===== src/rtl/store_drain_ctrl.sv =====
// In-order store queue between writeback and the data-memory write port.
// Issues one store at a time over req/ack and reports when a requested drain has completed.
//   state | meaning
//   IDLE  | nothing presented to memory; leaves when the queue holds an entry
//   ISSUE | head store presented on the bus, held until acked
module store_drain_ctrl #(
    parameter int ADDRESS_WIDTH  = 64,
    parameter int REGISTER_WIDTH = 64,
    parameter int DEPTH          = 4,
    parameter int PTR_WIDTH      = 2
) (
    input  logic                      clk,
    input  logic                      reset,
    input  logic                      in_enable,
    input  logic [ADDRESS_WIDTH-1:0]  in_phy_addr,
    input  logic [REGISTER_WIDTH-1:0] in_rs2_value,
    input  logic [3:0]                in_size,
    input  logic                      in_drain_req,
    input  logic                      in_bus_ack,
    output logic                      out_full,
    output logic                      out_bad_size,
    output logic                      out_drain_done,
    output logic                      out_bus_req,
    output logic [ADDRESS_WIDTH-1:0]  out_bus_addr,
    output logic [REGISTER_WIDTH-1:0] out_bus_data,
    output logic [3:0]                out_bus_size,
    output logic [PTR_WIDTH:0]        out_count
);

    typedef enum logic {IDLE, ISSUE} state_t;

    localparam logic [PTR_WIDTH:0] COUNT_FULL = (PTR_WIDTH+1)'(DEPTH);

    state_t                    state;
    logic [ADDRESS_WIDTH-1:0]  mem_addr [DEPTH];
    logic [REGISTER_WIDTH-1:0] mem_data [DEPTH];
    logic [3:0]                mem_size [DEPTH];
    logic [PTR_WIDTH-1:0]      rd_ptr;
    logic [PTR_WIDTH-1:0]      wr_ptr;
    logic [PTR_WIDTH-1:0]      next_rd;
    logic [PTR_WIDTH:0]        count;
    logic [PTR_WIDTH:0]        count_next;
    logic                      size_ok;
    logic                      push;
    logic                      pop;
    logic [REGISTER_WIDTH-1:0] push_data;

    assign size_ok    = (in_size == 4'd1) || (in_size == 4'd2) ||
                        (in_size == 4'd4) || (in_size == 4'd8);
    assign out_full   = !reset && ((count == COUNT_FULL) || in_drain_req);
    assign push       = in_enable && !out_full && size_ok;
    assign pop        = (state == ISSUE) && in_bus_ack;
    assign count_next = count + (PTR_WIDTH+1)'(push) - (PTR_WIDTH+1)'(pop);
    assign next_rd    = rd_ptr + PTR_WIDTH'(1);
    assign out_count  = count;

    always_comb begin
        push_data = '0;
        case (in_size)
            4'd1:    push_data[7:0]  = in_rs2_value[7:0];
            4'd2:    push_data[15:0] = in_rs2_value[15:0];
            4'd4:    push_data[31:0] = in_rs2_value[31:0];
            4'd8:    push_data       = in_rs2_value;
            default: push_data       = '0;
        endcase
    end

    // Storage needs no reset: occupancy is tracked entirely by count and pointers.
    always_ff @(posedge clk) begin
        if (push) begin
            mem_addr[wr_ptr] <= in_phy_addr;
            mem_data[wr_ptr] <= push_data;
            mem_size[wr_ptr] <= in_size;
        end
    end

    always_ff @(posedge clk) begin
        if (reset) begin
            state          <= IDLE;
            rd_ptr         <= '0;
            wr_ptr         <= '0;
            count          <= '0;
            out_bad_size   <= 1'b0;
            out_drain_done <= 1'b0;
            out_bus_req    <= 1'b0;
            out_bus_addr   <= '0;
            out_bus_data   <= '0;
            out_bus_size   <= '0;
        end else begin
            count          <= count_next;
            out_bad_size   <= in_enable && !out_full && !size_ok;
            out_drain_done <= in_drain_req && (count == '0) && (state == IDLE);
            if (push) wr_ptr <= wr_ptr + PTR_WIDTH'(1);
            if (pop)  rd_ptr <= next_rd;
            case (state)
                IDLE: begin
                    if (count != '0) begin
                        state        <= ISSUE;
                        out_bus_req  <= 1'b1;
                        out_bus_addr <= mem_addr[rd_ptr];
                        out_bus_data <= mem_data[rd_ptr];
                        out_bus_size <= mem_size[rd_ptr];
                    end
                end
                ISSUE: begin
                    if (in_bus_ack) begin
                        if (count_next == '0) begin
                            state       <= IDLE;
                            out_bus_req <= 1'b0;
                        end else if (count == (PTR_WIDTH+1)'(1)) begin
                            // Last entry leaving while a new one arrives: take it straight from the inputs.
                            out_bus_addr <= in_phy_addr;
                            out_bus_data <= push_data;
                            out_bus_size <= in_size;
                        end else begin
                            out_bus_addr <= mem_addr[next_rd];
                            out_bus_data <= mem_data[next_rd];
                            out_bus_size <= mem_size[next_rd];
                        end
                    end
                end
            endcase
        end
    end

endmodule

===== config.mk =====
export PLATFORM = sky130hd
export DESIGN_NAME = store_drain_ctrl
export DESIGN_NICKNAME = d
export VERILOG_FILES = /design/src/rtl/store_drain_ctrl.sv
export SDC_FILE = /design/constraint.sdc
export NUM_CORES = 1
export LEC_CHECK = 0
export BUFFER_PORTS_ARGS = -buffer_cell sky130_fd_sc_hd__buf_2
export CORE_MARGIN = 2
export CORE_UTILIZATION = 55
export DETAILED_ROUTE_END_ITERATION = 10
export PLACE_DENSITY = 0.72
export SYNTH_ARGS = -nofsm -noshare
export SYNTH_HDL_FRONTEND = slang
export SYNTH_SLANG_ARGS = --single-unit

===== constraint.sdc =====
create_clock -name clk -period 11 [get_ports clk]
set_clock_uncertainty 0.1 [all_clocks]
set_input_delay 0.55 -clock clk [delete_from_list [all_inputs] [get_ports clk]]
set_output_delay 0.55 -clock clk [all_outputs]
set_load 0.1 [all_outputs]

After elaboration in Yosys (flattened, before gate mapping)
Memories as Yosys holds them, arrays and structs flattened. A register that Yosys moved wholly into a read port is not among the register bits.
Cells that the tools add are included.
{ "word_totals": {"regBits": 143, "mem_bits_rw": 528, "in_bits": 137, "output_inout_bits": 139, "elab_cells": 85, "n_memories": 3} }
{ "mem_list": {"columns": ["memory", "words", "width", "read_ports", "rd_clocked_by_memory_dff", "write_ports", "line", "rtl"], "rows": [
  ["mem_addr", 4, 64, 2, 1, 1, "35", "logic [ADDRESS_WIDTH-1:0] mem_addr [DEPTH];"],
  ["mem_data", 4, 64, 2, 1, 1, "36", "logic [REGISTER_WIDTH-1:0] mem_data [DEPTH];"],
  ["mem_size", 4, 4, 2, 1, 1, "37", "logic [3:0] mem_size [DEPTH];"]
]} }
{ "classes": {"n_addsub": 4, "n_eq_ne": 10, "muxes": 35, "bitwise": 1, "reduce_logical": 22} }
{ "op_table": {"columns": ["cell", "n"], "rows": [
  ["64-bit 2-to-1 mux", 8],
  ["64-bit one-hot mux with 2 select lines", 2],
  ["32-bit 2-to-1 mux", 1],
  ["16-bit 2-to-1 mux", 1],
  ["4-bit 2-to-1 mux", 4],
  ["8-bit 2-to-1 mux", 2],
  ["2-bit 2-to-1 mux", 6],
  ["1-bit 2-to-1 mux", 8],
  ["4-bit one-hot mux with 2 select lines", 1],
  ["1-bit logical AND", 7],
  ["3-bit logical NOT", 2],
  ["3-bit AND reduction", 2],
  ["2-bit by 1-bit adder with 2-bit output (second input constant)", 2],
  ["4-bit by 1-bit == test with 1-bit output (second input constant)", 1],
  ["4-bit by 2-bit == test with 1-bit output (second input constant)", 1],
  ["4-bit by 3-bit == test with 1-bit output (second input constant)", 1],
  ["4-bit == test (second input constant)", 1],
  ["1-bit logical OR", 4],
  ["2-bit by 1-bit inequality test with 1-bit output (second input constant)", 2],
  ["2-bit inequality test (second input constant)", 2],
  ["1-bit one-hot mux with 2 select lines", 2],
  ["4-bit OR reduction", 1],
  ["3-bit by 1-bit adder with 3-bit output", 1],
  ["3-bit by 1-bit == test with 1-bit output (second input constant)", 1],
  ["7 further kinds", 9]
]} }

Longest topological paths before layout
{ "logic_depth": {"depth_word": 12, "mapped_depth": 18, "depth_no_buf": 14} }

Least setup slack after synthesis
Ideal clock, no wire load.
{ "synth_path": {"kind": "reg2reg", "start": "register count[1] (netlist: out_count[1])", "end": "memory mem_addr[0][0], enable pin", "setup_ns": 0.507, "arrival_ns": 5.262, "t_required_ns": 10.393, "setup_slack_ns": 5.131, "path_stages_with_launch": 5, "path_buffers": 0, "synth_period_minus_slack_ns": 5.869, "path_cell_list": "dfxtp_1 -> nor3b_1 -> o21a_1 -> nor3_4 -> and2_1"} }
{ "synth_between": {"elab_chain_cells": 8} }
{ "synth_lines": {"columns": ["element", "line", "rtl"], "rows": [
  ["start, declared", "41", "logic [PTR_WIDTH:0] count;"],
  ["start signal, assigned", "90", "count <= count_next;"],
  ["3-bit == test", "50", "assign out_full = !reset && ((count == COUNT_FULL) || in_drain_req);"],
  ["1-bit logical OR", "50", null],
  ["1-bit logical AND", "50", null],
  ["named net out_full", "20", "output logic out_full,"],
  ["1-bit logical NOT", "51", "assign push = in_enable && !out_full && size_ok;"],
  ["1-bit logical AND (2 in a row)", "51", null],
  ["1-bit 2-to-1 mux", "70", "if (push) begin"],
  ["1-bit 2-to-1 mux (implied by the code)", "71", "mem_addr[wr_ptr] <= in_phy_addr;"],
  ["end, declared", "35", null]
]} }
The timed path passes the listed nets, and every way through them passes these cells.

Worst setup path in the final report
{ "layout_path": {"start": "input in_size[0]", "end": "register out_bus_addr[11]"} }
{ "layout_between": {"elab_chain_cells": 10, "elab_cells_between_ends": 13, "classes_between": "add/sub (2); eq/ne (5); reduce/logical (6)"} }
{ "layout_lines": {"columns": ["element", "line", "rtl"], "rows": [
  ["start, declared", "17", "input logic [3:0] in_size,"],
  ["4-bit by 1-bit == test with 1-bit output or 4-bit by 2-bit == test with 1-bit output (tied branches)", "48", "assign size_ok = (in_size == 4'd1) || (in_size == 4'd2) ||"],
  ["1-bit logical OR (2 in a row)", "48", null],
  ["1-bit logical OR (*)", "49", "(in_size == 4'd4) || (in_size == 4'd8);"],
  ["1-bit logical AND (*)", "51", null],
  ["3-bit by 1-bit adder with 3-bit output (*)", "53", "assign count_next = count + (PTR_WIDTH+1)'(push) - (PTR_WIDTH+1)'(pop);"],
  ["3-bit by 1-bit subtractor with 3-bit output (*)", "53", null],
  ["3-bit logical NOT (*)", "107", "if (count_next == '0) begin"],
  ["2-bit inequality test (no line) (*)", null, null],
  ["3-bit AND reduction (no line) (*)", null, null],
  ["end signal, assigned", "100", "out_bus_addr <= mem_addr[rd_ptr];"],
  ["end signal, assigned", "112", "out_bus_addr <= in_phy_addr;"],
  ["end signal, assigned", "116", "out_bus_addr <= mem_addr[next_rd];"],
  ["end, declared", "24", "output logic [ADDRESS_WIDTH-1:0] out_bus_addr,"]
]} }
Mark *: on every way between the ends. The rest lies on a longest branch, timed or not.
A chain may end at the register's enable or synchronous reset.

==> impl_metrics.csv <==
group,metric,value,unit
drt,wire_per_inst,26.3,µm
worst_setup_path,r2r_start,"out_count[1]",
clock_network,path_clk_slew,0.06,ns
drt,vias_per_cell,6.49,
hold_path,hold_path.startpoint,"in_phy_addr[34]",
grt,track_usage,27.2,%
timing,relSlewSlack,13.5,%
worst_setup_path,r2r_slack,6.18,ns
floorplanning,die_y,237,µm
grt,antenna_found_initial,11,
logic_synthesis,seq_area_frac_synth,62.6,%
finish,drive_above_1_share,32.4,%
floorplanning,rows,85,
logic_synthesis,synth_seq_cells,673,
timing,finalSetupTns,0,ns
worst_setup_path,crit_arrival,6.00,ns
clock_network,cts_tree,"yes",
grt,grt_pass1_wl,116000,µm
logic_synthesis,yosys_warnings,0,
drt,drt_iter0_drc,1822,
logic_synthesis,synth_top_family_by_area,"multiplexers",
logic_synthesis,synth_fp_nets,2061,
floorplanning,core-area,0.0538,mm²
floorplanning,ioPinCount,276,
grt,grt_max_degree,115,
clock_network,cts.sinks,673,
timing,hold_viol,0,
logic_synthesis,synth-compound-area-share,8.24,%
worst_setup_path,startpoint_type,"input port",
logic_synthesis,synth_area,0.0300,mm²
finish,syn2layout_area_growth,13.9,%
grt,grt_pass1_vias,19700,
logic_synthesis,synth-xor-area-share,0.276,%
timing,max_slew.worst_pin.slew,1.29,ns
outcome,status,"completed",
clock_network,cts_inserted_buffers,70,
placement,port-buffer-count,275,
clock_network,h-tree-depth,3,
grt,overflow,0,
timing,timing.final.crit_share,51.2,%
worst_setup_path,path_class,"input port to flop",
clock_network,clk_path_buf_depth,3,
worst_setup_path,reg2reg_to,"out_bus_addr[11]",
hold_path,whs_endpoint,"mem_addr[2][34]",
placement,detailed_place_hpwl,42000,µm
flow_run,cap_violations,0,
clock_network,insertion_delay,0.61,ns
hold_path,min_delay_path_depth,1,
logic_synthesis,netlist_instances,1917,
logic_synthesis,yosysUniqueCellTypes,47,
drt,ant_nets,0,
hold_path,hold_class,"input port to flop",
floorplanning,die_area,0.0564,mm²
timing,slew_violations,0,
power,ir_drop,0.269,mV
worst_setup_path,required,11.37,ns
placement,gp_congestion,0.773,
logic_synthesis,synth.area.top_cells,"edfxtp_1 53%, mux4_2 20%, dfxtp_1 9.7%, a21oi_1 3.8%, a22o_1 2.9%",
drt,vias,18800,
finish,final_cell_mix,"528 x edfxtp_1, 275 x buf_2, 264 x mux4_2",
clock_network,cts_setup_buffers,0,
floorplanning,die_w,237,µm
clock_network,hold_buffers,0,
logic_synthesis,synthSimpleGateAreaFrac,6.05,%
clock_network,clock-root-buffer,"clkbuf_16",
drt,drt_pass1_iterations,5,
finish,layout_commonest_cell,"edfxtp_1",
worst_setup_path,worst_r2r_path_depth,16,
timing,worst_hold_slack,0.0868,ns
placement,place_ws,4.78,ns
finish,fillers,3897,
logic_synthesis,synthAdderAreaFrac,0.317,%
worst_setup_path,cp-end-kind,"flop",
timing,max_freq,178,MHz
timing,setup_viol_count_final,0,
power,power.density,278,mW/mm²
drt,route.detailed.drc,0,
drt,wl,76100,µm
logic_synthesis,postSynthAreaPerCell,15.6,µm²
timing,min_period,5.63,ns
timing,setup_slack,5.37,ns
logic_synthesis,synth_top_area_share,52.9,%
floorplanning,start_util,55.7,%
logic_synthesis,synth_top_cell_by_area,"edfxtp_1",
logic_synthesis,synth.area.mux_share,19.9,%
power,p_leak,12.2,nW
worst_setup_path,critPathMaxFanout,53,
clock_network,post_cts_resized,0,
timing,rsz0062_at_grt,"false",
finish,nets,2279,
[Yosys cell counts (all sizes together)]
cell	instances
a21oi	227
mux4	264
or2	1
xnor3	1
a21boi	1
or3b	1
nor4b	1
dfxtp	145
o31ai	8
inv	17
and3	17
nor2	139
nand3	10
mux2i	1
clkbuf	82
xor2	4
a211oi	9
a22o	100
buf	76
and2	37
a31oi	4
o21a	1
a22oi	1
xnor2	2
a311oi	8
nand2	191
o211ai	1
nor3b	3
o221a	14
fa	1
nor2b	10
ha	6
edfxtp	528
nand4	2
nor3	4
[metrics by stage]
stage               total power [mW]  cell area [µm²]  std cells  util, %
finish                          9.50            34100       2893     63.4
global placement                7.09            31800       2759     59.0
detailed placement              7.14            31800       2759     59.0
floorplan                       6.37            30000       1917        -
global route                    9.87            34100       2892     63.4
CTS                             9.54            34100       2888     63.4
[area by class of cell]
type                            count  area [µm²]  share of cell area (%)
Antenna cell                        5        12.5                  0.0366
Clock buffer                      104        2040                    5.96
Clock inverter                     25         324                   0.949
Inverter                           17        66.3                   0.194
Multi-Input combinational cell   1069       10400                    30.6
Sequential cell                   673       18800                    55.0
Tap cell                          696         871                    2.55
Timing Repair Buffer              304        1620                    4.74
[metal layers]
| layer | vias to the layer above | GRT usage [%] | wire length, µm |
|---|---|---|---|
| li1 | 8042 | - | - |
| met1 | 9654 | 36.0 | 29300 |
| met2 | 907 | 44.6 | 37700 |
| met3 | 149 | 6.02 | 6850 |
| met4 | 12 | 10.3 | 2180 |
| met5 | - | 0 | 82 |
[cell families (layout without fill, tap and decap cells)]
logic type | Yosys count | in the layout
AO/OA/AOI/OAI | 374 | 374
XOR/XNOR | 7 | 7
adder cells (fa/ha/maj) | 7 | 7
buffers and inverters | 175 | 450
flip-flops | 673 | 673
multiplexers | 265 | 265
other | 0 | 5
AND/OR/NAND/NOR | 416 | 416
[flip-flops by register name, indices dropped and copies added, names as in the netlist, named ones only]
| name | flops |
|---|---|
| out_drain_done | 1 |
| out_bus_addr | 64 |
| out_bad_size | 1 |
| out_bus_size | 4 |
| out_bus_req | 1 |
| mem_data | 256 |
| wr_ptr | 2 |
| mem_addr | 256 |
| rd_ptr | 2 |
| out_bus_data | 64 |
| out_count | 3 |
| state | 1 |
| mem_size | 16 |
[where the power goes]
part | total (mW) | internal (mW) | switching [mW]
sequential | 3.24 | 3.00 | 0.241
clock | 2.41 | 1.45 | 0.964
combinational | 3.85 | 0.966 | 2.88
[worst max-delay path by stage]
stage,cells past startpoint,slack [ns],endpoint,from
detailed placement,17,4.78,out_bus_addr[11],in_size[0]
floorplan,4,5.13,mem_addr[0][0],out_count[1]
finish,17,5.37,out_bus_addr[11],in_size[0]
global route,17,5.07,out_bus_addr[11],in_size[0]
global placement,17,4.97,out_bus_addr[62],in_size[0]
CTS,17,5.39,out_bus_addr[11],in_size[0]
[worst max-delay path: stages]
cell and delay (ns):
buf_2 0.16, nor2_1 0.99, a22oi_2 0.43, nor3_4 0.43, inv_1 0.08, ha_1 0.30, inv_1 0.06, ha_1 0.14
inv_1 0.06, fa_1 0.53, nor2b_1 0.23, a21boi_2 0.10, nor2_2 0.78, nor2_4 0, buf_4 0.35, buf_4 0.44
a22o_1 0.30
Power figures use the tool's default switching activity.
